==> src/rtl/gcd_controller_if.sv <==
// Handshake and datapath-control bundle between the GCD controller and its
// environment (operand source, result sink and the subtract-and-compare datapath).
interface gcd_controller_if #(parameter int WIDTH = 16);
  logic             op_valid;
  logic             op_ready;
  logic [WIDTH-1:0] op_a;
  logic [WIDTH-1:0] op_b;
  logic             lt;
  logic             gt;
  logic             eq;
  logic [WIDTH-1:0] res_in;
  logic             lda;
  logic             ldb;
  logic             sel1;
  logic             sel2;
  logic             selin;
  logic [WIDTH-1:0] dp_data;
  logic             out_valid;
  logic             out_ready;
  logic [WIDTH-1:0] result;
  logic [WIDTH-1:0] iter_count;
  logic             busy;

  modport master (
    input  op_valid, op_a, op_b, lt, gt, eq, res_in, out_ready,
    output op_ready, lda, ldb, sel1, sel2, selin, dp_data,
           out_valid, result, iter_count, busy
  );

  modport slave (
    output op_valid, op_a, op_b, lt, gt, eq, res_in, out_ready,
    input  op_ready, lda, ldb, sel1, sel2, selin, dp_data,
           out_valid, result, iter_count, busy
  );
endinterface

==> src/rtl/gcd_controller.sv <==
// Sequencing FSM for the subtract-and-compare GCD datapath: loads both operands,
// steps one subtraction per cycle until equal, then hands the result back.
module gcd_controller #(
  parameter int WIDTH = 16
) (
  input  logic            clk,
  input  logic            rst,
  gcd_controller_if.master bus
);

  typedef enum logic [2:0] {
    S_IDLE, S_LOAD_A, S_LOAD_B, S_RUN, S_DONE
  } state_t;

  state_t           r_state;
  logic [WIDTH-1:0] r_a;
  logic [WIDTH-1:0] r_b;
  logic [WIDTH-1:0] r_result;
  logic [WIDTH-1:0] r_iter;

  logic w_gt;
  logic w_lt;
  logic w_step;
  logic w_zero_op;

  // Status is one-hot; anything that is not a clean gt/lt is treated as equal.
  assign w_gt      = bus.gt & ~bus.eq;
  assign w_lt      = bus.lt & ~bus.gt & ~bus.eq;
  assign w_step    = w_gt | w_lt;
  assign w_zero_op = (bus.op_a == '0) || (bus.op_b == '0);

  always_ff @(posedge clk) begin
    if (rst) begin
      r_state  <= S_IDLE;
      r_a      <= '0;
      r_b      <= '0;
      r_result <= '0;
      r_iter   <= '0;
    end else begin
      case (r_state)
        S_IDLE: if (bus.op_valid) begin
          r_a    <= bus.op_a;
          r_b    <= bus.op_b;
          r_iter <= '0;
          if (w_zero_op) begin
            r_result <= bus.op_a | bus.op_b;
            r_state  <= S_DONE;
          end else begin
            r_state  <= S_LOAD_A;
          end
        end
        S_LOAD_A: r_state <= S_LOAD_B;
        S_LOAD_B: r_state <= S_RUN;
        S_RUN: if (w_step) begin
          if (r_iter != '1) r_iter <= r_iter + WIDTH'(1);
        end else begin
          r_result <= bus.res_in;
          r_state  <= S_DONE;
        end
        S_DONE: if (bus.out_ready) r_state <= S_IDLE;
        default: r_state <= S_IDLE;
      endcase
    end
  end

  always_comb begin
    bus.lda     = 1'b0;
    bus.ldb     = 1'b0;
    bus.sel1    = 1'b0;
    bus.sel2    = 1'b0;
    bus.selin   = 1'b0;
    bus.dp_data = '0;
    case (r_state)
      S_LOAD_A: begin
        bus.selin   = 1'b1;
        bus.dp_data = r_a;
        bus.lda     = 1'b1;
      end
      S_LOAD_B: begin
        bus.selin   = 1'b1;
        bus.dp_data = r_b;
        bus.ldb     = 1'b1;
      end
      S_RUN: begin
        if (w_gt) begin
          bus.sel2 = 1'b1;
          bus.lda  = 1'b1;
        end else if (w_lt) begin
          bus.sel1 = 1'b1;
          bus.ldb  = 1'b1;
        end
      end
      default: ;
    endcase
  end

  assign bus.op_ready   = (r_state == S_IDLE);
  assign bus.out_valid  = (r_state == S_DONE);
  assign bus.busy       = (r_state == S_LOAD_A) || (r_state == S_LOAD_B) || (r_state == S_RUN);
  assign bus.result     = r_result;
  assign bus.iter_count = r_iter;

endmodule

==> src/flat_wrapper.sv <==
// flat-port wrapper written by rule: the top's interface ports become plain ports
module gcd_controller_flat 
#(
  parameter int WIDTH = 16
)
  (clk, rst, bus_op_valid, bus_op_a, bus_op_b, bus_lt, bus_gt, bus_eq, bus_res_in, bus_out_ready, bus_op_ready, bus_lda, bus_ldb, bus_sel1, bus_sel2, bus_selin, bus_dp_data, bus_out_valid, bus_result, bus_iter_count, bus_busy);
  gcd_controller_if #(.WIDTH(WIDTH)) bus_i ();
  input  logic clk;
  input  logic rst;
  input wire logic [$bits(bus_i.op_valid)-1:0] bus_op_valid;
  input wire logic [$bits(bus_i.op_a)-1:0] bus_op_a;
  input wire logic [$bits(bus_i.op_b)-1:0] bus_op_b;
  input wire logic [$bits(bus_i.lt)-1:0] bus_lt;
  input wire logic [$bits(bus_i.gt)-1:0] bus_gt;
  input wire logic [$bits(bus_i.eq)-1:0] bus_eq;
  input wire logic [$bits(bus_i.res_in)-1:0] bus_res_in;
  input wire logic [$bits(bus_i.out_ready)-1:0] bus_out_ready;
  output wire logic [$bits(bus_i.op_ready)-1:0] bus_op_ready;
  output wire logic [$bits(bus_i.lda)-1:0] bus_lda;
  output wire logic [$bits(bus_i.ldb)-1:0] bus_ldb;
  output wire logic [$bits(bus_i.sel1)-1:0] bus_sel1;
  output wire logic [$bits(bus_i.sel2)-1:0] bus_sel2;
  output wire logic [$bits(bus_i.selin)-1:0] bus_selin;
  output wire logic [$bits(bus_i.dp_data)-1:0] bus_dp_data;
  output wire logic [$bits(bus_i.out_valid)-1:0] bus_out_valid;
  output wire logic [$bits(bus_i.result)-1:0] bus_result;
  output wire logic [$bits(bus_i.iter_count)-1:0] bus_iter_count;
  output wire logic [$bits(bus_i.busy)-1:0] bus_busy;
  assign bus_i.op_valid = bus_op_valid;
  assign bus_i.op_a = bus_op_a;
  assign bus_i.op_b = bus_op_b;
  assign bus_i.lt = bus_lt;
  assign bus_i.gt = bus_gt;
  assign bus_i.eq = bus_eq;
  assign bus_i.res_in = bus_res_in;
  assign bus_i.out_ready = bus_out_ready;
  assign bus_op_ready = bus_i.op_ready;
  assign bus_lda = bus_i.lda;
  assign bus_ldb = bus_i.ldb;
  assign bus_sel1 = bus_i.sel1;
  assign bus_sel2 = bus_i.sel2;
  assign bus_selin = bus_i.selin;
  assign bus_dp_data = bus_i.dp_data;
  assign bus_out_valid = bus_i.out_valid;
  assign bus_result = bus_i.result;
  assign bus_iter_count = bus_i.iter_count;
  assign bus_busy = bus_i.busy;
  gcd_controller #(.WIDTH(WIDTH)) u_core (.clk(clk), .rst(rst), .bus(bus_i));
endmodule
==> config.mk <==
export PLATFORM = sky130hd
export DESIGN_NAME = gcd_controller_flat
export DESIGN_NICKNAME = d
export VERILOG_FILES = /design/src/rtl/gcd_controller_if.sv /design/src/rtl/gcd_controller.sv /design/src/flat_wrapper.sv
export SDC_FILE = /design/constraint.sdc
export NUM_CORES = 1
export LEC_CHECK = 0
export ABC_AREA = 1
export CAP_MARGIN = 20
export CORE_AREA = 2 2 88 107
export DETAILED_ROUTE_END_ITERATION = 10
export DIE_AREA = 0 0 90 109
export PLACE_DENSITY = 0.7
export SETUP_SLACK_MARGIN = 0.02
export SKIP_CTS_REPAIR_TIMING = 1
export SYNTH_ARGS = -nofsm -noshare
export SYNTH_HDL_FRONTEND = slang
export SYNTH_SLANG_ARGS = --single-unit
==> constraint.sdc <==
create_clock -name clk -period 2.9 [get_ports clk]
set_input_delay 0.435 -clock clk [delete_from_list [all_inputs] [get_ports clk]]
set_output_delay 0.435 -clock clk [all_outputs]
set_load 0.02 [all_outputs]
==> results of run 1 <==
-- per-stage QoR --
step                instances  hold slack, ns
floorplan                 532           0.430
global placement          742           0.441
detailed placement        742           0.444
CTS                       758           0.454
global route              758           0.464
finish                    758           0.454
-- worst min path at each step --
| stage | to | slack, ns | depth (start not counted) |
|---|---|---|---|
| CTS | u_core.r_a[11]$_SDFFE_PP0P_ | 0.45 | 2 |
| global route | u_core.r_a[7]$_SDFFE_PP0P_ | 0.46 | 2 |
| floorplan | u_core.r_b[0]$_SDFFE_PP0P_ | 0.43 | 2 |
| finish | u_core.r_a[7]$_SDFFE_PP0P_ | 0.45 | 2 |
| detailed placement | u_core.r_a[11]$_SDFFE_PP0P_ | 0.44 | 2 |
| global placement | u_core.r_b[1]$_SDFFE_PP0P_ | 0.44 | 2 |
-- worst max-delay path, stage by stage, from the launching register on --
cell and delay, ns:
dfxtp_1 0.41, inv_2 0.07, nor2_2 0.12, nand2_1 0.32, o21ai_0 0.28, clkdlybuf4s50_1 0.63
-- cell usage in the layout, fill, tap and decap left out, types with 2 or more instances in the layout --
master,n
nor3_1,5
o21ai_1,12
a21oi_1,48
inv_1,55
nand3b_1,17
xnor2_1,2
nand3_1,17
nand2_1,122
clkdlybuf4s50_1,110
dfxtp_1,67
inv_2,3
buf_4,6
o21ai_0,41
o22ai_1,18
nor2_1,79
clkbuf_8,10
clkbuf_1,4
nand4_1,2
xor2_1,2
nand2_2,5
inv_4,2
nand2_4,2
-- per-layer routing --
layer,wire [um],part of all wire [%],track usage (%),vias to the layer above
met3,557,5.6,4.63,10
met4,160,1.6,10.3,0
met1,4240,42,24.6,1683
li1,-,-,-,1915
met5,0,0,0,-
met2,5060,51,36.8,103
-- cell type report --
class	instances	area share (%)
multi-input combinational	377	36.4
sequential	67	27.7
timing repair buffer	117	24.1
inverter	61	4.83
clock buffer	14	3.15
tap	120	3.10
clock inverter	2	0.724
-- flip-flops by register name (all words and copies together) (netlist names) --
| name | cells |
|---|---|
| u_core.bus.iter_count | 16 |
| u_core.bus.result | 16 |
| u_core.r_a | 16 |
| u_core.r_b | 16 |
| u_core.r_state | 3 |
-- power by group through the flow --
stage               combinational (W)  sequential [W]  clock, W
floorplan                     0.00102         0.00141         0
CTS                           0.00180         0.00130  0.000793
global route                  0.00196         0.00133  0.000825
detailed placement            0.00179         0.00132         0
finish                        0.00179         0.00130  0.000763
global placement              0.00177         0.00131         0
-- cells by family after synthesis --
family | after synthesis
XOR/XNOR | 4
adder cells (fa/ha/maj) | 1
buffers and inverters | 88
AO/OA/AOI/OAI | 120
AND/OR/NAND/NOR | 252
flip-flops | 67
==> results.toml, run 1 <==
[run_status]
outcome = "finished clean"

[yosys]
syn_area_um2 = 3460
synth_top_area_cell = "dfxtp_1"
async_reset_ff_share_pct = 0
synth_warnings = 0
synth_compound_area_share_pct = 18.0
syn_area_per_cell_um2 = 6.51
synth_top_family_by_area = "simple AND/OR/NAND/NOR gates"
synthTopCellsByArea = "dfxtp_1 (39%), nand2_1 (13%), nor2_1 (8.6%)"
yosysMostFrequentCell = "nand2_1"
synth_xor_area_share_pct = 1.01
synth_edf_count = 0
yosysUniqueCellTypes = 29
synth_common_cells = "nand2_1 (123), nor2_1 (79), dfxtp_1 (67)"
synth_nets = 588
synth-adder-area-share_pct = 0.361
ys_seq_elements = 67
yosysSeqAreaShare_pct = 38.7
synth-simple-area-share_pct = 31.4
synth_cells = 532
synth.area.mux_share_pct = 0
synthFlopType = "dfxtp_1"
synth_top_area_share_pct = 38.7

[route]
wl_um = 10000
via_per_inst = 4.90
drc_errors = 0
antenna_left = 0
vias = 3711
drt_iter0_drc = 142
wl_per_cell_um = 13.2
firstDrtPassIters = 4

[job]
maxCapViolCount = 0

[power]
pwr-share-seq_pct = 33.7
power_w = 0.00385
p_sw_w = 0.00155
p_leak_nw = 1.85
p_comb_share_pct = 46.5
pwr_density_cell_nw_per_um2 = 796
clkPwrFrac_pct = 19.8
swShare_pct = 40.1
internal_power_w = 0.00231
ir_drop_mv = 0.387

[global_routing]
antenna_found_initial = 0
gr-total-overflow = 0
grt_pass1_wl_um = 16600
grt_pass1_vias = 3567
grt_usage_pct = 21.0
grt_max_degree = 43

[die]
die_x_um = 90
die-area_um2 = 9810
io_pins = 111
rows = 38
start_util_pct = 39.2
die_h_um = 109
coreArea_um2 = 8840

[sta]
min_period_ns = 2.63
finalHoldViolations = 0
min_period_over_period_pct = 90.5
relSlewSlack_pct = 67.0
tns_ns = 0
setup_viol = 0
finalWorstSetupSlack_ns = 0.275
final_max_slew_viol_count = 0
tightest_slew_ns = 0.494
rsz0062_at_grt = "no"
clock.fmax_mhz = 381
finClkSkew_ns = 0.00847

[cells_and_area]
layout-drive-gt1-share_pct = 5.33
seqCellArea_um2 = 1340
fill_cells = 901
multi_input_area_um2 = 1760
post-route-util_pct = 54.8
fin_area_um2 = 4840
nNetsFinal = 689
diodes = 0
syn2layout_area_growth_pct = 39.8

[critical_path]
crit_start = "u_core.r_state[0]$_SDFFE_PP0P_"
cp.required_ns = 2.47
critPathCaptureType = "output port"
regToRegEndpoint = "u_core.bus.iter_count[14]$_SDFFE_PP0P_"
endpoint = "bus_ldb"
worstSetupStartpointType = "flip-flop"
ff2ff_setup_slack_ns = 0.55
path_max_fanout = 16
reg2reg_from = "u_core.r_state[0]$_SDFFE_PP0P_"
crit_type = "flip-flop to output port"
r2r_cells = 11
arrival_ns = 2.19

[place]
pre_cts_slack_ns = 0.501
dp_hpwl_um = 7460
dpl-instance-area_um2 = 4650
gp_congestion = 0.964
numPortBuffers = 110

[clock_tree]
clk_pin_slew_worst_paths_ns = 0.07
insertion_delay_ns = 0.35
cts-htree-levels = 3
cts_max_path_buffers = 2
cts-root-buf = "clkbuf_8"
numCtsBuffers = 9
cts.sinks = 67
cts_tree = "done"

[hold_path]
hold_start = "u_core.r_a[7]$_SDFFE_PP0P_"
hp-class = "flip-flop to flip-flop"
Note: power is estimated with default switching activity, not from simulation.
==> inputs of run 2 (changes only) <==
--- a/config.mk
+++ b/config.mk
@@ -11,6 +11,7 @@
 export DETAILED_ROUTE_END_ITERATION = 10
 export DIE_AREA = 0 0 90 109
 export PLACE_DENSITY = 0.7
+export REMOVE_ABC_BUFFERS = 1
 export SETUP_SLACK_MARGIN = 0.02
 export SKIP_CTS_REPAIR_TIMING = 1
 export SYNTH_ARGS = -nofsm -noshare
==> run 2 against run 1 <==
Utilization up 0.59 points. Cell count up 0.13%. Design area grew 1.1%. Clock power up 27%. Routed wire length grew 7.5%. Hold slack is essentially flat. Combinational power rose by 3%. Largest cell class unchanged. Largest power group unchanged.
==> results.toml, run 2 (synthesis gave the netlist of run 1 again) <==
[place]
dp_hpwl_um = 7520
numPortBuffers = 110
gp_congestion = 0.930
pre_cts_slack_ns = 0.622
dpl-instance-area_um2 = 4650

[clock_tree]
cts-root-buf = "clkbuf_8"
numCtsBuffers = 9
cts.sinks = 67
cts_tree = "done"
insertion_delay_ns = 0.35
cts_max_path_buffers = 2
clk_pin_slew_worst_paths_ns = 0.07
cts-htree-levels = 3

[sta]
finClkSkew_ns = 0.0149
setup_viol = 0
whs_ns = 0.455
tightest_slew_ns = 0.479
min_period_over_period_pct = 89.5
finalHoldViolations = 0
tns_ns = 0
finalWorstSetupSlack_ns = 0.304
clock.fmax_mhz = 385
rsz0062_at_grt = "no"
relSlewSlack_pct = 68.0
final_max_slew_viol_count = 0
min_period_ns = 2.60

[global_routing]
grt_max_degree = 50
grt_pass1_vias = 3638
grt_usage_pct = 22.7
antenna_found_initial = 0
grt_pass1_wl_um = 17900
gr-total-overflow = 0

[route]
vias = 3748
drt_iter0_drc = 157
m1WireLength_um = 4740
via_per_inst = 4.94
wl_met2_um = 5070
antenna_left = 0
wl_um = 10800
firstDrtPassIters = 5
top_layer_used = "met4"
drc_errors = 0
wl_per_cell_um = 14.2
wl_met3_um = 767

[die]
coreArea_um2 = 8840
die_h_um = 109
start_util_pct = 39.2
die-area_um2 = 9810
rows = 38
io_pins = 111
die_x_um = 90

[critical_path]
arrival_ns = 2.16
path_max_fanout = 16
critPathCaptureType = "output port"
cp.required_ns = 2.47
worstSetupStartpointType = "flip-flop"
crit_type = "flip-flop to output port"

[cells_and_area]
final_cell_mix = "nand2_1 (123), clkdlybuf4s50_1 (110), nor2_1 (79)"
nNetsFinal = 690
layout_commonest_cell = "nand2_1"
layout-drive-gt1-share_pct = 5.95
syn2layout_area_growth_pct = 41.3
diodes = 0
fin_area_um2 = 4890

[power]
pwr_density_cell_nw_per_um2 = 839
p_leak_nw = 1.87
ir_drop_mv = 0.306

[hold_path]
hp-class = "flip-flop to flip-flop"

[job]
maxCapViolCount = 0

[run_status]
outcome = "finished clean"
## run 2: cell count changes in the layout (fill, tap and decap cells not counted), moves of 2 or more
cell       change
buf_4          +2
bufinv_16      +2
clkbuf_1       -4
inv_6          +2
## run 2: worst max-delay path: stages (launching register included)
cell and delay (ns):
dfxtp_1 0.43, nand3_1 0.22, buf_4 0.28, o22ai_1 0.23
clkdlybuf4s50_1 0.65
## run 2: metrics by stage
stage,instances,power [W],util [%]
2_1_floorplan,505,0.00235,-
3_3_place_gp,743,0.00312,52.5
3_5_place_dp,743,0.00316,52.5
4_1_cts,759,0.00413,55.3
5_1_grt,759,0.00436,55.3
6_report,759,0.00411,55.3
## run 2: area by class of cell
class | instances | area, um2
sequential | 67 | 1340
tap | 120 | 150
clock buffer | 9 | 124
inverter | 61 | 234
timing repair buffer | 118 | 1160
clock inverter | 7 | 124
multi-input combinational | 377 | 1760
fill | 881 | 3950
## run 2: worst paths after layout
| kind | from | endpoint | slack, ns | cells after the start |
|---|---|---|---|---|
| worst max register to register | u_core.r_state[2]$_SDFFE_PP0P_ | u_core.bus.iter_count[15]$_SDFFE_PP0P_ | 0.84 | 11 |
| worst max-delay path | u_core.r_state[1]$_SDFFE_PP0P_ | bus_dp_data[5] | 0.30 | 4 |
| worst min register to register | u_core.r_b[11]$_SDFFE_PP0P_ | u_core.r_b[11]$_SDFFE_PP0P_ | 0.45 | 2 |
| worst min-delay path | u_core.r_b[11]$_SDFFE_PP0P_ | u_core.r_b[11]$_SDFFE_PP0P_ | 0.45 | 2 |
## run 2: routing by layer
layer	up-vias	track usage [%]
met5	-	0
met4	0	7.14
met3	16	4.63
met2	138	39.5
met1	1680	28.5
li1	1914	-
## run 2: power by group
| part | switching (W) | leakage (nW) | internal, W | total, W |
|---|---|---|---|---|
| Clock | 0.000392 | 0.120 | 0.000579 | 0.000971 |
| Combinational | 0.00114 | 1.20 | 0.000710 | 0.00185 |
| Sequential | 0.000110 | 0.549 | 0.00118 | 0.00129 |
